File: src/rtl/sha256_pkg.sv
// Shared SHA-256 types, constants and bit-mixing functions for the compression engine.
package sha256_pkg;

    typedef logic [0:7][31:0] hash_t;

    typedef enum logic {
        LOAD  = 1'b0,
        SCHED = 1'b1
    } state_t;

    localparam hash_t IV = {
        32'h6a09e667, 32'hbb67ae85, 32'h3c6ef372, 32'ha54ff53a,
        32'h510e527f, 32'h9b05688c, 32'h1f83d9ab, 32'h5be0cd19
    };

    localparam logic [6:0] K_IDLE_SEL = 7'h7F;
    localparam logic [5:0] LAST_LOAD  = 6'd15;
    localparam logic [5:0] LAST_ROUND = 6'd63;

    function automatic logic [31:0] big_sigma0(input logic [31:0] x);
        return {x[1:0], x[31:2]} ^ {x[12:0], x[31:13]} ^ {x[21:0], x[31:22]};
    endfunction

    function automatic logic [31:0] big_sigma1(input logic [31:0] x);
        return {x[5:0], x[31:6]} ^ {x[10:0], x[31:11]} ^ {x[24:0], x[31:25]};
    endfunction

    function automatic logic [31:0] small_sigma0(input logic [31:0] x);
        return {x[6:0], x[31:7]} ^ {x[17:0], x[31:18]} ^ (x >> 3);
    endfunction

    function automatic logic [31:0] small_sigma1(input logic [31:0] x);
        return {x[16:0], x[31:17]} ^ {x[18:0], x[31:19]} ^ (x >> 10);
    endfunction

    function automatic logic [31:0] ch(input logic [31:0] e, input logic [31:0] f,
                                       input logic [31:0] g);
        return (e & f) ^ (~e & g);
    endfunction

    function automatic logic [31:0] maj(input logic [31:0] a, input logic [31:0] b,
                                        input logic [31:0] c);
        return (a & b) ^ (a & c) ^ (b & c);
    endfunction

    // One compression round on the working set {a..h}; element 0 is a.
    function automatic hash_t sha256_round(input hash_t s, input logic [31:0] w,
                                           input logic [31:0] k);
        logic [31:0] t1;
        logic [31:0] t2;
        hash_t       r;
        t1   = s[7] + big_sigma1(s[4]) + ch(s[4], s[5], s[6]) + k + w;
        t2   = big_sigma0(s[0]) + maj(s[0], s[1], s[2]);
        r[0] = t1 + t2;
        r[1] = s[0];
        r[2] = s[1];
        r[3] = s[2];
        r[4] = s[3] + t1;
        r[5] = s[4];
        r[6] = s[5];
        r[7] = s[6];
        return r;
    endfunction

endpackage

File: src/rtl/sha256_msg_sched.sv
// 16-word message schedule window: passes input words through while loading,
// otherwise expands W_t from the window; every push shifts W_t in as the newest word.
module sha256_msg_sched
    import sha256_pkg::*;
(
    input  logic        clk,
    input  logic        rst,
    input  logic        push,
    input  logic        load,
    input  logic [31:0] w_data,
    output logic [31:0] w_t
);

    // Index 15 holds W[t-1]; index 16-j holds W[t-j].
    logic [15:0][31:0] win_reg;
    logic [15:0][31:0] win_next;
    logic [31:0]       sched_w;

    assign sched_w = small_sigma1(win_reg[14]) + win_reg[9]
                   + small_sigma0(win_reg[1]) + win_reg[0];
    assign w_t = load ? w_data : sched_w;

    genvar gi;
    generate
        for (gi = 0; gi < 15; gi++) begin : g_shift
            assign win_next[gi] = win_reg[gi + 1];
        end
    endgenerate
    assign win_next[15] = w_t;

    always_ff @(posedge clk) begin
        if (rst) begin
            win_reg <= '0;
        end else if (push) begin
            win_reg <= win_next;
        end
    end

endmodule

File: src/rtl/sha256_compress.sv
// SHA-256 compression engine: 16 serial words in, 64 rounds at one per cycle,
// result folded into the chaining value with a one-cycle digest_valid pulse.
module sha256_compress
    import sha256_pkg::*;
(
    input  logic         clk,
    input  logic         rst,
    input  logic         w_valid,
    output logic         w_ready,
    input  logic [31:0]  w_data,
    input  logic         first_blk,
    output logic [6:0]   k_sel,
    input  logic [31:0]  k_in,
    output logic [255:0] digest,
    output logic         digest_valid,
    output logic         busy
);

    state_t      state_reg;
    state_t      state_next;
    logic [5:0]  t_reg;
    logic [5:0]  t_next;
    hash_t       h_reg;
    hash_t       work_reg;
    hash_t       round_in;
    hash_t       round_out;
    hash_t       fold_base;
    hash_t       h_sum;
    logic        new_msg_reg;
    logic        dv_reg;
    logic        fire;
    logic        last;
    logic        load_mode;
    logic [31:0] w_t;

    assign load_mode = (state_reg == LOAD);

    sha256_msg_sched u_msg_sched (
        .clk    (clk),
        .rst    (rst),
        .push   (fire),
        .load   (load_mode),
        .w_data (w_data),
        .w_t    (w_t)
    );

    always_ff @(posedge clk) begin
        if (rst) begin
            state_reg <= LOAD;
            t_reg     <= '0;
        end else begin
            state_reg <= state_next;
            t_reg     <= t_next;
        end
    end

    always_comb begin
        state_next = state_reg;
        t_next     = t_reg;
        fire       = 1'b0;
        last       = 1'b0;
        w_ready    = 1'b0;
        busy       = 1'b0;
        k_sel      = K_IDLE_SEL;
        case (state_reg)
            LOAD: begin
                w_ready = 1'b1;
                if (w_valid) begin
                    k_sel  = {1'b0, t_reg};
                    fire   = 1'b1;
                    t_next = t_reg + 6'd1;
                    if (t_reg == LAST_LOAD) begin
                        state_next = SCHED;
                    end
                end
            end
            SCHED: begin
                busy   = 1'b1;
                k_sel  = {1'b0, t_reg};
                fire   = 1'b1;
                t_next = t_reg + 6'd1;
                if (t_reg == LAST_ROUND) begin
                    last       = 1'b1;
                    state_next = LOAD;
                end
            end
            default: state_next = LOAD;
        endcase
        // Reset dominates: nothing is accepted, no round runs, outputs idle.
        if (rst) begin
            fire    = 1'b0;
            last    = 1'b0;
            w_ready = 1'b0;
            busy    = 1'b0;
            k_sel   = K_IDLE_SEL;
        end
    end

    // A new message starts from IV both for the rounds and for the final fold.
    assign round_in  = (t_reg == 6'd0) ? (first_blk ? IV : h_reg) : work_reg;
    assign round_out = sha256_round(round_in, w_t, k_in);
    assign fold_base = new_msg_reg ? IV : h_reg;

    genvar gi;
    generate
        for (gi = 0; gi < 8; gi++) begin : g_fold
            assign h_sum[gi] = fold_base[gi] + round_out[gi];
        end
    endgenerate

    always_ff @(posedge clk) begin
        if (rst) begin
            h_reg       <= IV;
            work_reg    <= IV;
            new_msg_reg <= 1'b0;
            dv_reg      <= 1'b0;
        end else begin
            dv_reg <= last;
            if (fire && load_mode && (t_reg == 6'd0)) begin
                new_msg_reg <= first_blk;
            end
            if (last) begin
                h_reg    <= h_sum;
                work_reg <= h_sum;
            end else if (fire) begin
                work_reg <= round_out;
            end
        end
    end

    assign digest       = h_reg;
    assign digest_valid = dv_reg;

endmodule

File: config.mk
export PLATFORM = sky130hd
export DESIGN_NAME = sha256_compress
export DESIGN_NICKNAME = d
export VERILOG_FILES = /design/src/rtl/sha256_pkg.sv /design/src/rtl/sha256_msg_sched.sv /design/src/rtl/sha256_compress.sv
export SDC_FILE = /design/constraint.sdc
export NUM_CORES = 2
export LEC_CHECK = 0
export ABC_CLOCK_PERIOD_IN_PS = 15090
export CAP_MARGIN = 10
export CORE_UTILIZATION = 50
export CTS_CLUSTER_SIZE = 12
export DETAILED_ROUTE_END_ITERATION = 8
export PLACE_DENSITY = 0.68
export REMOVE_ABC_BUFFERS = 1
export SLEW_MARGIN = 0
export SYNTH_ARGS = -nofsm -noshare
export SYNTH_HDL_FRONTEND = slang
export SYNTH_SLANG_ARGS = --single-unit
File: constraint.sdc
create_clock -name clk -period 15.09 [get_ports clk]
set_input_delay 3.7725 -clock clk [delete_from_list [all_inputs] [get_ports clk]]
set_output_delay 3.7725 -clock clk [all_outputs]
set_load 0.02 [all_outputs]
==> flow_summary.yaml <==
clocking:
  cts_root_buffer: "clkbuf_16"
  htree_levels: 3
  cts_made_buffers: 117
  clkSinkCount: 1033
  cts_setup_buffers: 0
  insertion_delay_ns: 0.78
  tritoncts: "done"
  clkTransAtPathRegs_ns: 0.07
  clockBufferDepth: 3
  cts_hold_buf: 0
  cts_resized: 0
die:
  dieHeight_um: 370
  fp.coreArea_um2: 134000
  rows: 134
  ioPinCount: 334
  start_util_pct: 50.5
  die-area_um2: 137000
  die_w_um: 370
synthesis:
  synthArstFlopShare_pct: 0
  synth_edf_count: 0
  synthFlopType: "dfxtp_1"
  synth_mux_area_share_pct: 0.981
  synth_compound_area_share_pct: 21.4
  synth_top_family_by_area: "compound AO/OA/AOI/OAI gates"
  yosys_register_bits: 1033
  seq_area_frac_synth_pct: 30.5
  synth_xor_xnor_area_share_pct: 7.55
  postSynthCellCount: 8992
  syn_area_um2: 67700
  synth_fa_ha_area_share_pct: 12.7
  synth_warnings: 0
  synth-simple-area-share_pct: 21.2
  synth.distinct_cells: 95
  avgSynthCellArea_um2: 7.53
finish:
  layout_common_cells: "nand2_1, a21oi_1, dfxtp_1"
  area_growth_pct: 12.7
  stdcell_area_um2: 76300
  instances_no_fill: 10900
  drive_above_1_share_pct: 5.81
  largest_reg_flops: 480
  layout.nets: 9620
  final_common_cell: "nand2_1"
drt:
  wl_per_cell_um: 21.5
  vias: 62600
  firstDrtPassIters: 8
  wl_um: 233000
  drc: 24
  drtAntennaViolNets: 0
  drt_iter0_drc: 6096
  via_per_inst: 5.77
grt:
  antenna_found_initial: 9
  grt_pass1_wl_um: 351000
  grt.total_usage_pct: 33.1
  grt_pass1_vias: 59200
  grt_overflow: 0
  grt_max_degree: 226
timing:
  finalMaxSlewViolations: 0
  finalClockSkew_ns: 0.0710
  max_freq_mhz: 75.2
  fin_crit_ns: 13.30
  hold_ws_ns: 0.448
  tightest_slew_ns: 1.20
  hold_viol: 0
  rsz0062_at_grt: "no"
  finalCritPeriodShare_pct: 88.1
  slew_headroom_pct: 19.7
  setup_violations: 0
critical_path:
  r2r-end: "work_reg[255]$_SDFFE_PP0P_"
  r2r-start: "u_msg_sched.win_next[434]$_SDFFE_PP0P_"
  slowest_delay_ns: 0.82
  r2r_cells: 48
  worstPathArrival_ns: 13.98
  worst_setup_path_start_kind: "input pin"
  slowest_stage: "a311oi_1"
  endpoint_kind: "flip-flop"
  setup.worst_path.class: "input pin to flip-flop"
  rrSetupSlack_ns: 3.04
  path_max_fanout: 39
  cpMostUsedCell: "inv_1"
  cp.required_ns: 15.77
min_path:
  holdPathStages: 2
  hold_end: "u_msg_sched.win_next[398]$_SDFFE_PP0P_"
  hp-start: "u_msg_sched.win_next[398]$_SDFFE_PP0P_"
  hp-class: "flip-flop to flip-flop"
flow_run:
  maxCapViolations: 0
place:
  gp_congestion: 1.01
  place_area_um2: 72000
  placedCellCount: 10600
  io_buffers: 333
  dp_hpwl_um: 168000
outcome:
  status: "finished with violations"
  violations: "DRC"
[how the worst max path moves through the flow]
stage | startpoint | endpoint | cells past startpoint
2_1_floorplan | w_valid | k_sel[6] | 3
3_3_place_gp | first_blk | work_reg[255]$_SDFFE_PP0P_ | 37
3_5_place_dp | first_blk | work_reg[255]$_SDFFE_PP0P_ | 37
4_1_cts | first_blk | work_reg[255]$_SDFFE_PP0P_ | 37
5_1_grt | first_blk | work_reg[255]$_SDFFE_PP0P_ | 44
6_report | first_blk | work_reg[255]$_SDFFE_PP0P_ | 40
[synth_stat cells, types with 33 or more instances]
master,instances,area [um^2]
nand2_1,1697,6370
or3_1,47,294
o21bai_1,50,375
nand3_1,91,455
o21a_1,66,495
inv_1,442,1660
o211ai_1,80,601
a211oi_1,129,968
ha_1,374,4680
nor3_1,94,470
a31oi_1,33,206
and3_1,40,250
a21oi_1,1151,5760
xnor2_1,432,3780
fa_1,190,3800
nor2b_1,159,995
buf_1,48,180
clkbuf_1,506,1900
xor2_1,138,1210
nand2b_1,106,663
or2_2,151,945
o21ai_0,567,2840
a21o_1,138,1040
nor3b_1,79,593
nor2_1,728,2730
mux2i_1,36,360
dfxtp_1,1033,20700
[cells by family after synthesis]
kind of cell,count (synthesis)
DFF,1033
muxes,63
buffers and inverters,1002
adders and majority gates,575
and+or+nand+nor,3278
AOI/OAI and AO/OA,2465
xor gates and xnor gates,576
[critical path, delay by kind of cell]
family | cells | cell delay [ns]
muxes | 1 | 0.32
adders and majority gates | 7 | 2.80
xor gates and xnor gates | 2 | 0.42
and+or+nand+nor | 7 | 1.20
AOI/OAI and AO/OA | 16 | 4.60
buffers and inverters | 7 | 0.74
[layer usage]
metal  GRT usage, %  up-vias  routed length [um]
li1               -    30300                   -
met1           41.3    29700               94800
met2           55.1     2053              109000
met3           5.49      500               16000
met4           16.4       12               13000
met5              0        -                  77
[through the flow]
stage                     utilization (%)  setup TNS (ns)  setup slack [ns]
after CTS                            56.9               0              1.85
after global routing                 56.9               0              1.26
final                                56.9               0              1.79
after floorplan                         -        -8984.48            -19.92
after global placement               53.8               0              1.17
after detailed placement             53.8               0              1.07
[cell type report]
type                            instances  area (um^2)
Inverter                              442         1670
Clock buffer                          162         3340
Timing Repair Buffer                  437         4210
Sequential cell                      1033        20700
Clock inverter                         49          890
Multi-Input combinational cell       6957        43300
Antenna cell                            2         5.00
Tap cell                             1768         2210
Fill cell                           12500        57700
Power is not shown: default switching activity piles up to over one toggle a cycle in this logic, so the estimate is an artifact.
